**src/rtl/dct_2d_sequencer.sv**
```systemverilog
// dct_2d_sequencer: sequencing control for a two-stage (row/column) 2D DCT.
// Accepts an 8x8 pixel stream on a valid/ready handshake. It also:
//   - drives the stage-1 and stage-2 1D DCT enables;
//   - drives the ping-pong transpose-buffer write/read controls;
//   - frames the coefficient output with valid/sop/eop.
// Optional feature macro: DCT_SEQ_STATS_EN adds a 16-bit completed-block counter
// on output port blk_count.
// Handshake: a sample transfers in every cycle where in_valid && in_ready.
// in_ready does not depend on in_valid. The output side has no backpressure.
module dct_2d_sequencer #(
    parameter int DCT_LATENCY = 48,
    parameter int BLK_SAMPLES = 64
) (
    input  logic        clk,
    input  logic        rst,
    input  logic        in_valid,
    output logic        in_ready,
    output logic        dct1_ena,
    output logic        trb_wr_en,
    output logic        trb_wr_bank,
    output logic        trb_rd_en,
    output logic        trb_rd_bank,
    output logic        dct2_ena,
    output logic        out_valid,
    output logic        out_sop,
    output logic        out_eop,
`ifdef DCT_SEQ_STATS_EN
    output logic [15:0] blk_count,
`endif
    output logic        busy
);

    localparam int CW = $clog2(BLK_SAMPLES);
    localparam logic [CW-1:0] LAST = CW'(BLK_SAMPLES - 1);

    typedef enum logic {RD_IDLE = 1'b0, RD_ACTIVE = 1'b1} rd_state_e;

    rd_state_e              rd_state_q, rd_state_d;
    logic [CW-1:0]          in_cnt_q, in_cnt_d;
    logic [CW-1:0]          wr_cnt_q, wr_cnt_d;
    logic [CW-1:0]          rd_cnt_q, rd_cnt_d;
    logic [1:0]             credit_q, credit_d;
    logic [1:0]             full_q, full_d;
    logic                   wr_bank_q, wr_bank_d;
    logic                   rd_bank_q, rd_bank_d;
    logic [DCT_LATENCY-1:0] d1_sr_q, d1_sr_d;
    logic [DCT_LATENCY-1:0] d2_sr_q, d2_sr_d;
    logic [DCT_LATENCY-1:0] sop_sr_q, sop_sr_d;
    logic [DCT_LATENCY-1:0] eop_sr_q, eop_sr_d;
    logic                   wr_done, rd_done, credit_inc;
    logic [1:0]             full_set, full_clr, full_now;

    // Input handshake, writer, reader FSM, credit and delay lines.
    always_comb begin
        // in_ready is forced low while reset is held so all outputs read 0.
        in_ready   = rst && ((in_cnt_q != '0) || (credit_q < 2'd2));
        dct1_ena   = in_valid && in_ready;
        in_cnt_d   = in_cnt_q;
        if (dct1_ena) begin
            in_cnt_d = (in_cnt_q == LAST) ? '0 : in_cnt_q + 1'b1;
        end
        credit_inc = dct1_ena && (in_cnt_q == '0);

        // Stage-1 latency model: a write happens DCT_LATENCY cycles after acceptance.
        d1_sr_d     = {d1_sr_q[DCT_LATENCY-2:0], dct1_ena};
        trb_wr_en   = d1_sr_q[DCT_LATENCY-1];
        trb_wr_bank = wr_bank_q;
        wr_done     = trb_wr_en && (wr_cnt_q == LAST);
        wr_cnt_d    = wr_cnt_q;
        wr_bank_d   = wr_bank_q;
        if (trb_wr_en) begin
            wr_cnt_d = (wr_cnt_q == LAST) ? '0 : wr_cnt_q + 1'b1;
        end
        if (wr_done) begin
            wr_bank_d = ~wr_bank_q;
        end
        full_set = wr_done ? (2'b01 << wr_bank_q) : 2'b00;
        // Bypass view so the reader can start in the cycle after the last write.
        full_now = full_q | full_set;

        trb_rd_en   = (rd_state_q == RD_ACTIVE);
        trb_rd_bank = rd_bank_q;
        dct2_ena    = trb_rd_en;
        rd_done     = trb_rd_en && (rd_cnt_q == LAST);
        rd_state_d  = rd_state_q;
        rd_cnt_d    = rd_cnt_q;
        rd_bank_d   = rd_bank_q;
        full_clr    = 2'b00;
        case (rd_state_q)
            RD_IDLE: begin
                if (full_now[rd_bank_q]) begin
                    rd_state_d = RD_ACTIVE;
                end
            end
            RD_ACTIVE: begin
                rd_cnt_d = (rd_cnt_q == LAST) ? '0 : rd_cnt_q + 1'b1;
                if (rd_done) begin
                    full_clr  = 2'b01 << rd_bank_q;
                    rd_bank_d = ~rd_bank_q;
                    // Continue straight into the other bank when it is ready.
                    if (!full_now[~rd_bank_q]) begin
                        rd_state_d = RD_IDLE;
                    end
                end
            end
            default: rd_state_d = RD_IDLE;
        endcase
        full_d = (full_q & ~full_clr) | full_set;

        credit_d = credit_q;
        if (credit_inc && !rd_done) begin
            credit_d = credit_q + 2'd1;
        end else if (!credit_inc && rd_done) begin
            credit_d = credit_q - 2'd1;
        end

        // Stage-2 latency model with framing carried alongside.
        d2_sr_d  = {d2_sr_q[DCT_LATENCY-2:0], dct2_ena};
        sop_sr_d = {sop_sr_q[DCT_LATENCY-2:0], dct2_ena && (rd_cnt_q == '0)};
        eop_sr_d = {eop_sr_q[DCT_LATENCY-2:0], dct2_ena && (rd_cnt_q == LAST)};
        out_valid = d2_sr_q[DCT_LATENCY-1];
        out_sop   = sop_sr_q[DCT_LATENCY-1];
        out_eop   = eop_sr_q[DCT_LATENCY-1];

        busy = (credit_q != 2'd0) || (|d1_sr_q) || (|d2_sr_q) || trb_rd_en;
    end

    // State registers; asynchronous reset discards everything in flight.
    always_ff @(posedge clk or negedge rst) begin
        if (!rst) begin
            rd_state_q <= RD_IDLE;
            in_cnt_q   <= '0;
            wr_cnt_q   <= '0;
            rd_cnt_q   <= '0;
            credit_q   <= '0;
            full_q     <= '0;
            wr_bank_q  <= 1'b0;
            rd_bank_q  <= 1'b0;
            d1_sr_q    <= '0;
            d2_sr_q    <= '0;
            sop_sr_q   <= '0;
            eop_sr_q   <= '0;
        end else begin
            rd_state_q <= rd_state_d;
            in_cnt_q   <= in_cnt_d;
            wr_cnt_q   <= wr_cnt_d;
            rd_cnt_q   <= rd_cnt_d;
            credit_q   <= credit_d;
            full_q     <= full_d;
            wr_bank_q  <= wr_bank_d;
            rd_bank_q  <= rd_bank_d;
            d1_sr_q    <= d1_sr_d;
            d2_sr_q    <= d2_sr_d;
            sop_sr_q   <= sop_sr_d;
            eop_sr_q   <= eop_sr_d;
        end
    end

`ifdef DCT_SEQ_STATS_EN
    logic [15:0] blk_count_q, blk_count_d;

    // Completed-block counter, wraps naturally at 16 bits.
    always_comb begin
        blk_count_d = blk_count_q;
        if (out_valid && out_eop) begin
            blk_count_d = blk_count_q + 16'd1;
        end
        blk_count = blk_count_q;
    end

    // Counter register.
    always_ff @(posedge clk or negedge rst) begin
        if (!rst) begin
            blk_count_q <= '0;
        end else begin
            blk_count_q <= blk_count_d;
        end
    end
`endif

endmodule
```
**config.mk**
```make
export PLATFORM = sky130hd
export DESIGN_NAME = dct_2d_sequencer
export DESIGN_NICKNAME = d
export VERILOG_FILES = /design/src/rtl/dct_2d_sequencer.sv
export SDC_FILE = /design/constraint.sdc
export NUM_CORES = 1
export LEC_CHECK = 0
export CORE_AREA = 4 4 118 120
export DETAILED_ROUTE_END_ITERATION = 8
export DIE_AREA = 0 0 122 124
export PLACE_DENSITY_LB_ADDON = 0.15
export SLEW_MARGIN = 25
export SYNTH_ARGS = -nofsm -noshare
export SYNTH_HDL_FRONTEND = slang
export SYNTH_SLANG_ARGS = --single-unit
```
**constraint.sdc**
```tcl
create_clock -name clk -period 1.93 [get_ports clk]
set_clock_uncertainty 0.05 [all_clocks]
set_input_delay 0.2895 -clock clk [delete_from_list [all_inputs] [get_ports clk]]
set_output_delay 0.2895 -clock clk [all_outputs]
set_load 0.005 [all_outputs]
```
==> results of run 1 <==
-- Yosys cell counts, drive strengths merged, types with 2 or more instances --
master	number
nor4	25
nand2	13
mux2i	2
dfrtp	217
ha	6
o21ai	8
nor2	8
xnor2	11
a21oi	3
inv	12
o31ai	2
o221ai	2
nor3	5
and3	2
clkbuf	3
xor2	3
o22ai	3
or4b	2
nand3	3
nand4	11
-- power by group through the flow --
stage	combinational [mW]	sequential [mW]	clock (mW)
after CTS	0.555	4.81	4.26
after detailed placement	0.526	4.89	0
final	0.583	4.81	4.13
after global routing	0.652	4.83	4.44
after floorplan	0.212	4.89	0
after global placement	0.511	4.89	0
-- what timing repair did --
item / CTS / global route
setup buffers: 3 / 1
gates resized for setup: 20 / 9
gates cloned: 0 / 0
hold buffers: 1 / 0
hold endpoints to repair: 217 / 0
pin swaps: 11 / 10
endpoints found under the setup margin: 6 / 13
-- cell families (layout without fill, tap and decap cells) --
logic type	Yosys count	in the layout	synth area share (%)
adders and majority gates	6	6	1.19
AOI/OAI and AO/OA	22	22	2.55
and+or+nand+nor	74	74	6.66
DFF	217	217	86.3
xor gates and xnor gates	14	14	1.95
muxes	2	2	0.318
buffers and inverters	16	95	1.01
-- placed cells by master (no fill, tap or decap), drive strengths merged --
cell type	Yosys	routed
o31a	1	1
dlygate4sd3	0	1
nand2	13	13
nor3	5	5
inv	12	12
mux2i	2	2
o311ai	1	1
nor4	25	25
o221ai	2	2
o21ai	8	8
a21oi	3	3
xnor2	11	11
or3	1	1
o41ai	1	1
buf	1	35
o22ai	3	3
or4b	2	2
nand4	11	11
nand3	3	3
clkbuf	3	33
bufinv	0	3
clkdlybuf4s50	0	9
and4	1	1
o31ai	2	2
dfrtp	217	217
clkinvlp	0	1
a41oi	1	1
nor2	8	8
xor2	3	3
nor4b	1	1
clkinv	0	1
ha	6	6
and2	1	1
nor3b	1	1
and3	2	2
-- worst min path at each step --
stage               startpoint            to  slack (ps)  cells past startpoint
finish                     rst  sop_sr_q[47]         160                      2
global route               rst  sop_sr_q[46]         160                      2
CTS                        rst  sop_sr_q[47]         150                      2
detailed placement         rst  sop_sr_q[47]          90                      1
global placement           rst  sop_sr_q[47]          90                      1
floorplan                  rst   credit_q[0]         -60                      0
-- registers in the layout, summed over array words and instances, names as in the netlist, 2 cells and up --
signal / count
rd_cnt_q: 6
full_q: 2
d1_sr_q: 48
wr_cnt_q: 6
sop_sr_q: 48
d2_sr_q: 48
eop_sr_q: 48
in_cnt_q: 6
credit_q: 2
-- critical path: cells and delay by family (launching register included) --
kind,cells,cell delay (ps)
AO/OA/AOI/OAI,1,250
AND/OR/NAND/NOR,1,480
buffers and inverters,3,250
flip-flops,1,370
adder cells (fa/ha/maj),1,130
-- per-stage QoR --
step | total power [mW] | instances
4_1_cts | 9.63 | 605
3_5_place_dp | 5.42 | 565
6_report | 9.52 | 606
5_1_grt | 9.92 | 606
3_3_place_gp | 5.40 | 565
2_1_floorplan | 5.10 | 351
-- layer usage --
metal	vias to the layer above	track usage [%]	part of all wire (%)
met2	40	18.5	47
li1	1331	-	-
met1	1571	19.6	48
met5	-	0	0
met4	0	3.50	1.6
met3	16	3.27	3.6
-- layout make-up --
class,instances,area (sq um),share of cell area (%)
clock buffer,31,613,7.99
clock inverter,5,103,1.34
inverter,12,45.0,0.587
multi-input combinational,118,863,11.3
sequential,217,5430,70.8
tap,176,220,2.87
timing repair buffer,47,397,5.17
==> results.py, run 1 <==
metrics = {
    "sta": {
        "rsz0062_at_grt": "true",
        "min_period_over_period_pct": 119,
        "fin_hold_ws_ps": 162,
        "hold_violations": 0,
        "slew_violations": 0,
        "max_freq_ghz": 0.434,
        "maxSlewHeadroom_pct": 65.4,
        "finalCriticalPeriod_ps": 2300,
        "tns_ps": -1850,
        "worst_slew_pin_slew_ps": 519,
        "finalSetupViolations": 8,
        "layout_setup_ws_ps": -372,
    },
    "setup_path": {
        "cp-start-kind": "register",
        "r2r-start": "in_cnt_q[1]",
        "path_class": "reg2out",
        "crit_fanout": 3,
        "slowest_delay_ps": 480,
        "slowest_stage": "or4b_4",
        "ff2ff_path_depth": 9,
        "crit_path_end": "dct1_ena",
        "rrSetupSlack_ps": -300,
        "path_cells": "inv_1, ha_1, or4b_4, o311ai_4, inv_2, buf_2",
        "arrival_ps": 1960,
        "cp-startpoint": "in_cnt_q[1]",
        "end_kind": "output pin",
        "r2r-end": "credit_q[1]",
        "critical_path_required_ps": 1590,
    },
    "global_routing": {
        "grt_max_degree": 84,
        "antenna_found_initial": 0,
        "grt_pass1_vias": 3074,
        "grt.overflow.total": 0,
        "grt_usage_pct": 12.8,
        "grt_pass1_wl_um": 15400,
    },
    "power_and_ir_drop": {
        "seqPwrFrac_pct": 50.5,
        "netSwitchingPower_mw": 1.94,
        "peakVddDrop_v": 0.000820,
        "powerDensity_nw_per_um2": 1240,
        "comb_power_share_pct": 6.1,
        "clkPwrFrac_pct": 43.3,
        "p_int_mw": 7.58,
        "sw_frac_of_total_pct": 20.4,
        "p_leak_nw": 3.83,
    },
    "routing": {
        "wirelength_um": 9160,
        "wl_per_cell_um": 15.1,
        "final_antenna_net_count": 0,
        "drt_iter0_drc": 142,
        "dr.pass1.iters": 4,
        "via_per_inst": 4.88,
        "drc": 0,
        "vias": 2958,
    },
    "finish": {
        "final_area_sq_um": 7670,
        "fin_util_pct": 59.1,
        "drive_gt1_share_pct": 20.2,
        "fillers": 1021,
        "diodes": 0,
        "final_nets": 426,
        "syn_to_final_growth_pct": 21.9,
    },
    "floorplanning": {
        "num_io_pins": 14,
        "die_w_um": 122,
        "placementRows": 42,
        "die-height_um": 124,
        "dieArea_sq_um": 15100,
        "initial_utilization_pct": 48.5,
        "core_area_sq_um": 13000,
    },
    "synthesis": {
        "synth_fp_nets": 360,
        "synth-main-ff-cell": "dfrtp_1",
        "synth_cells": 351,
        "yosys.area.top_type": "dfrtp_1",
        "synth.distinct_cells": 33,
        "synth.avg_cell_area_sq_um": 17.9,
        "ys_top_cells_by_area": "dfrtp_1, nor4_1, xnor2_1",
        "async_flop_share_pct": 100,
        "synth_area_sq_um": 6290,
        "synth-edff-count": 0,
        "synth_seq_cells": 217,
        "ys_seq_area_share_pct": 86.3,
        "netlist.area_leader.share_pct": 86.3,
        "synth_warnings": 0,
    },
    "clock_tree": {
        "cts_buffer_depth": 3,
        "root_buffer": "clkbuf_16",
        "cts_sinks": 217,
        "htree_levels": 1,
        "cts_tree": "yes",
        "clk_pin_slew_ps": 60,
        "cts_buffers": 21,
        "clk_latency_ps": 470,
    },
    "placed_design": {
        "dp_hpwl_um": 5360,
        "placed_area_sq_um": 6860,
        "port_buffers": 13,
        "globalplace.congestion": 0.733,
        "post-place-ws_ps": -241,
    },
    "outcome": {
        "outcome": "finished, violations left",
        "violations": "negative setup slack",
    },
    "min_path": {
        "hold_path_class": "in2async",
    },
    "job": {
        "cap_violations": 0,
    },
}
No activity file was read; power rests on OpenSTA's default activity.
==> inputs of run 2 (changes only) <==
--- a/config.mk
+++ b/config.mk
@@ -5,10 +5,10 @@
 export SDC_FILE = /design/constraint.sdc
 export NUM_CORES = 1
 export LEC_CHECK = 0
-export CORE_AREA = 4 4 118 120
+export CORE_AREA = 4 4 100 140
 export DETAILED_ROUTE_END_ITERATION = 8
-export DIE_AREA = 0 0 122 124
-export PLACE_DENSITY_LB_ADDON = 0.15
+export DIE_AREA = 0 0 104 144
+export PLACE_DENSITY = 0.66
 export SLEW_MARGIN = 25
 export SYNTH_ARGS = -nofsm -noshare
 export SYNTH_HDL_FRONTEND = slang
==> results.py, run 2 (synthesis gave the netlist of run 1 again) <==
metrics = {
    "sta": {
        "maxSlewHeadroom_pct": 71.9,
        "hold_violations": 0,
        "slew_violations": 0,
        "min_period_over_period_pct": 121,
        "finalCriticalPeriod_ps": 2340,
        "worst_slew_pin_slew_ps": 421,
        "tns_ps": -1580,
        "max_freq_ghz": 0.428,
        "layout_setup_ws_ps": -407,
        "rsz0062_at_grt": "true",
        "finalSetupViolations": 5,
        "fin_hold_ws_ps": 294,
    },
    "finish": {
        "fin_util_pct": 59.6,
        "fin_cells": 584,
        "final_nets": 428,
        "mostFrequentLayoutCell": "dfrtp_1",
        "layout_common_cells": "dfrtp_1, buf_4, clkbuf_16, nor4_1, nand2_1",
        "drive_gt1_share_pct": 21.1,
        "syn_to_final_growth_pct": 20.9,
        "diodes": 0,
    },
    "setup_path": {
        "crit_fanout": 3,
        "r2r-start": "in_cnt_q[1]",
        "cp-startpoint": "in_cnt_q[1]",
        "cpMostUsedCell": "inv_2",
        "critical_path_required_ps": 1590,
        "end_kind": "output pin",
        "path_class": "reg2out",
        "arrival_ps": 2000,
        "path_cells": "inv_2, ha_4, or4b_4, o311ai_4, inv_2, buf_6",
        "slowest_delay_ps": 480,
        "slowest_stage": "or4b_4",
        "ff2ff_path_depth": 9,
        "cp-start-kind": "register",
    },
    "routing": {
        "top_layer": "met4",
        "met2WireLength_um": 5120,
        "wl_met3_um": 303,
        "wirelength_um": 9950,
        "wl_met1_um": 4230,
        "drc": 0,
        "wl_per_cell_um": 17.0,
        "dr.pass1.iters": 4,
        "final_antenna_net_count": 0,
        "vias": 2978,
        "via_per_inst": 5.10,
        "drt_iter0_drc": 160,
    },
    "power_and_ir_drop": {
        "powerDensity_nw_per_um2": 1210,
        "p_int_mw": 7.21,
        "peakVddDrop_v": 0.000987,
        "p_leak_nw": 3.81,
        "comb_power_share_pct": 6.6,
        "clkPwrFrac_pct": 41.1,
        "netSwitchingPower_mw": 2.00,
        "sw_frac_of_total_pct": 21.7,
        "seqPwrFrac_pct": 52.3,
    },
    "clock_tree": {
        "cts_tree": "yes",
        "htree_levels": 1,
        "cts_buffers": 21,
        "cts_sinks": 217,
        "cts_buffer_depth": 3,
        "clk_latency_ps": 470,
        "root_buffer": "clkbuf_16",
        "clk_pin_slew_ps": 60,
    },
    "global_routing": {
        "grt_usage_pct": 14.3,
        "grt_max_degree": 86,
        "grt.overflow.total": 0,
        "grt_pass1_vias": 3374,
        "antenna_found_initial": 0,
        "grt_pass1_wl_um": 17100,
    },
    "placed_design": {
        "globalplace.congestion": 0.801,
        "dp_hpwl_um": 5470,
        "port_buffers": 13,
        "dp_cells": 543,
    },
    "floorplanning": {
        "die_w_um": 104,
        "core_area_sq_um": 12800,
        "num_io_pins": 14,
        "placementRows": 49,
        "initial_utilization_pct": 49.3,
        "die-height_um": 144,
        "dieArea_sq_um": 15000,
    },
    "min_path": {
        "whs_path_depth": 0,
        "min_from": "sop_sr_q[3]",
        "hold_path_class": "reg2reg",
    },
    "outcome": {
        "violations": "negative setup slack",
        "outcome": "finished, violations left",
    },
    "job": {
        "cap_violations": 0,
    },
}
==> run 2: cell types whose count changed in the layout (fill, tap and decap cells not counted), moves of 2 or more <==
cell / change
o21ai_1: -2
clkinv_2: +5
bufinv_16: -2
clkbuf_8: -3
clkbuf_1: -3
==> run 2: power by group through the flow <==
stage / Clock [mW] / Sequential (mW) / Combinational (mW)
after floorplan: 0 / 4.89 / 0.212
after global placement: 0 / 4.88 / 0.510
after detailed placement: 0 / 4.89 / 0.535
after CTS: 3.90 / 4.81 / 0.562
after global routing: 4.11 / 4.83 / 0.684
final: 3.78 / 4.82 / 0.611
==> run 2: final timing paths <==
check | slack [ps] | end
min | 290 | sop_sr_q[4]
min reg2reg | 290 | sop_sr_q[4]
max | -410 | dct1_ena
max in group asynchronous | 650 | d2_sr_q[23]
max reg2reg | -330 | credit_q[1]
min in group asynchronous | 410 | d2_sr_q[8]
==> run 2: final cells by class <==
type	instances	area, sq um
timing repair buffer	49	430
sequential	217	5430
tap	153	191
clock inverter	10	83.8
fill	947	5150
inverter	12	45.0
multi-input combinational	118	863
clock buffer	25	561
==> run 2: per-layer routing <==
metal	vias up	GRT usage (%)
li1	1343	-
met1	1568	18.7
met2	42	24.4
met3	25	2.59
met4	0	5.67
met5	-	0
==> run 2: metrics by stage <==
step	power (mW)	instance area (sq um)	setup slack (ps)
global placement	5.39	6850	-213
global route	9.62	7600	-503
floorplan	5.10	6290	-170
CTS	9.28	7540	-469
detailed placement	5.43	6850	-292
finish	9.21	7600	-407
==> run 2: critical path: cells and delay by family (launching register included) <==
family,cells,cell delay (ps)
adder cells (fa/ha/maj),1,110
buffers and inverters,3,270
AND/OR/NAND/NOR,1,480
AO/OA/AOI/OAI,1,260
flip-flops,1,400
==> run 2: timing repair <==
item / CTS / global route
hold buffers: 1 / 0
endpoints found under the setup margin: 8 / 13
pin swaps: 12 / 5
cloned: 0 / 0
resized for setup: 21 / 11
buffers inserted: 2 / 4
endpoints found under the hold margin: 76 / 0
==> inputs of run 3 (changes only) <==
--- a/config.mk
+++ b/config.mk
@@ -5,10 +5,11 @@
 export SDC_FILE = /design/constraint.sdc
 export NUM_CORES = 1
 export LEC_CHECK = 0
-export CORE_AREA = 4 4 100 140
+export CORE_AREA = 4 4 96 134
+export CTS_CLUSTER_DIAMETER = 60
 export DETAILED_ROUTE_END_ITERATION = 8
-export DIE_AREA = 0 0 104 144
-export PLACE_DENSITY = 0.66
+export DIE_AREA = 0 0 100 138
+export PLACE_DENSITY = 0.69
 export SLEW_MARGIN = 25
 export SYNTH_ARGS = -nofsm -noshare
 export SYNTH_HDL_FRONTEND = slang
==> constraint.sdc (replaced) <==
create_clock -name clk -period 2.3 [get_ports clk]
set_clock_uncertainty 0.05 [all_clocks]
set_input_delay 0.345 -clock clk [delete_from_list [all_inputs] [get_ports clk]]
set_output_delay 0.345 -clock clk [all_outputs]
set_load 0.005 [all_outputs]
==> results.py, run 3 (synthesis gave the netlist of run 1 again) <==
metrics = {
    "outcome": {
        "outcome": "finished, violations left",
        "violations": "negative setup slack",
    },
    "sta": {
        "worst_slew_pin_slew_ps": 659,
        "fin_hold_ws_ps": 248,
        "maxSlewHeadroom_pct": 56.1,
        "finalCriticalPeriod_ps": 2400,
        "tns_ps": -278,
        "min_period_over_period_pct": 104,
        "layout_setup_ws_ps": -100,
        "slew_violations": 0,
        "max_freq_ghz": 0.417,
        "rsz0062_at_grt": "true",
        "finalSetupViolations": 4,
        "hold_violations": 0,
    },
    "setup_path": {
        "critical_path.top_delay_family": "simple AND/OR/NAND/NOR gates",
        "crit_fanout": 3,
        "arrival_ps": 2010,
        "path_cells": "inv_2, ha_4, or4b_4, o311ai_4, inv_2, buf_6",
        "slowest_stage": "or4b_4",
        "ff2ff_path_depth": 10,
        "crit_buf_inv": 3,
        "cpMostUsedCell": "inv_2",
        "slowest_delay_ps": 480,
        "critical_path_required_ps": 1900,
        "end_kind": "output pin",
        "path_class": "reg2out",
        "cp-start-kind": "register",
        "crit_cells": 6,
    },
    "finish": {
        "final_nets": 408,
        "mostFrequentLayoutCell": "dfrtp_1",
        "drive_gt1_share_pct": 17.4,
        "layout_common_cells": "dfrtp_1, clkbuf_16, nor4_1, buf_4, nand2_1",
        "syn_to_final_growth_pct": 19.4,
        "fin_util_pct": 64.2,
        "diodes": 0,
        "fin_cells": 560,
    },
    "clock_tree": {
        "cts_sinks": 217,
        "cts_buffers": 20,
        "clk_pin_slew_ps": 70,
        "cts_tree": "yes",
        "clk_latency_ps": 480,
        "cts_buffer_depth": 3,
        "root_buffer": "clkbuf_16",
        "htree_levels": 1,
    },
    "global_routing": {
        "grt.overflow.total": 0,
        "grt_pass1_wl_um": 16500,
        "grt_max_degree": 216,
        "grt_pass1_vias": 3246,
        "antenna_found_initial": 0,
        "grt_usage_pct": 15.1,
    },
    "min_path": {
        "hold_path_class": "in2async",
    },
    "routing": {
        "wirelength_um": 10100,
        "final_antenna_net_count": 0,
        "dr.pass1.iters": 4,
        "vias": 2878,
        "wl_per_cell_um": 18.0,
        "via_per_inst": 5.14,
        "drc": 0,
        "drt_iter0_drc": 176,
    },
    "power_and_ir_drop": {
        "seqPwrFrac_pct": 51.3,
        "powerDensity_nw_per_um2": 1060,
        "p_leak_nw": 3.74,
        "clkPwrFrac_pct": 43.2,
        "comb_power_share_pct": 5.5,
        "p_total_mw": 7.93,
        "netSwitchingPower_mw": 1.70,
        "sw_frac_of_total_pct": 21.4,
        "peakVddDrop_v": 0.000572,
        "p_int_mw": 6.23,
    },
    "floorplanning": {
        "dieArea_sq_um": 13800,
        "die_w_um": 100,
        "placementRows": 47,
        "core_area_sq_um": 11700,
        "die-height_um": 138,
        "num_io_pins": 14,
        "initial_utilization_pct": 53.8,
    },
    "placed_design": {
        "port_buffers": 13,
        "dp_cells": 514,
        "dp_hpwl_um": 5260,
        "globalplace.congestion": 0.736,
    },
    "job": {
        "cap_violations": 0,
    },
}
-- run 3: final timing paths --
check	from	end	slack [ps]
min	rst	in_cnt_q[3]	250
min in group clk	sop_sr_q[9]	sop_sr_q[10]	290
max	in_cnt_q[0]	dct1_ena	-100
max reg2reg	in_cnt_q[0]	credit_q[1]	-20
min reg2reg	sop_sr_q[9]	sop_sr_q[10]	290
max in group asynchronous	rst	wr_cnt_q[2]	710
-- run 3: stage by stage --
| step | cell area [sq um] | worst slack (ps) |
|---|---|---|
| 6_report | 7510 | -100 |
| 3_3_place_gp | 6660 | 73.4 |
| 2_1_floorplan | 6290 | 200 |
| 5_1_grt | 7510 | -169 |
| 4_1_cts | 7430 | -142 |
| 3_5_place_dp | 6660 | 30.7 |
-- run 3: cell type report --
cell class                      count  area [sq um]
Sequential cell                   217          5430
Inverter                           12          45.0
Clock buffer                       27           567
Multi-Input combinational cell    118           867
Timing Repair Buffer               30           288
Tap cell                          147           184
Clock inverter                      9           131
Fill cell                         754          4190
-- run 3: worst register-to-register path: stages (launching register included) --
cell and delay [ps]:
dfrtp_1 390, inv_2 80, ha_4 120, or4b_4 480
o311ai_4 260, buf_4 170, nor3_2 40, ha_2 200
xor2_1 140, nor2_1 160, xnor2_1 140
-- run 3: power groups by stage --
| stage | logic (mW) | registers [mW] | clock network, mW |
|---|---|---|---|
| after global placement | 0.324 | 4.11 | 0 |
| after floorplan | 0.178 | 4.10 | 0 |
| after CTS | 0.375 | 4.06 | 3.51 |
| after global routing | 0.494 | 4.08 | 3.70 |
| final | 0.438 | 4.07 | 3.43 |
| after detailed placement | 0.337 | 4.12 | 0 |
-- run 3: metal layers --
layer  wire, um  track usage (%)
met5          0                0
met4        232             5.04
met3        277             2.62
met2       5150             24.7
met1       4420             21.0
-- run 3: repair_timing --
action	CTS	global route
buffers inserted	4	4
endpoints found under the hold margin	2	0
hold buffers	1	0
pin swaps	7	9
endpoints found under the setup margin	3	5
resized for setup	18	8
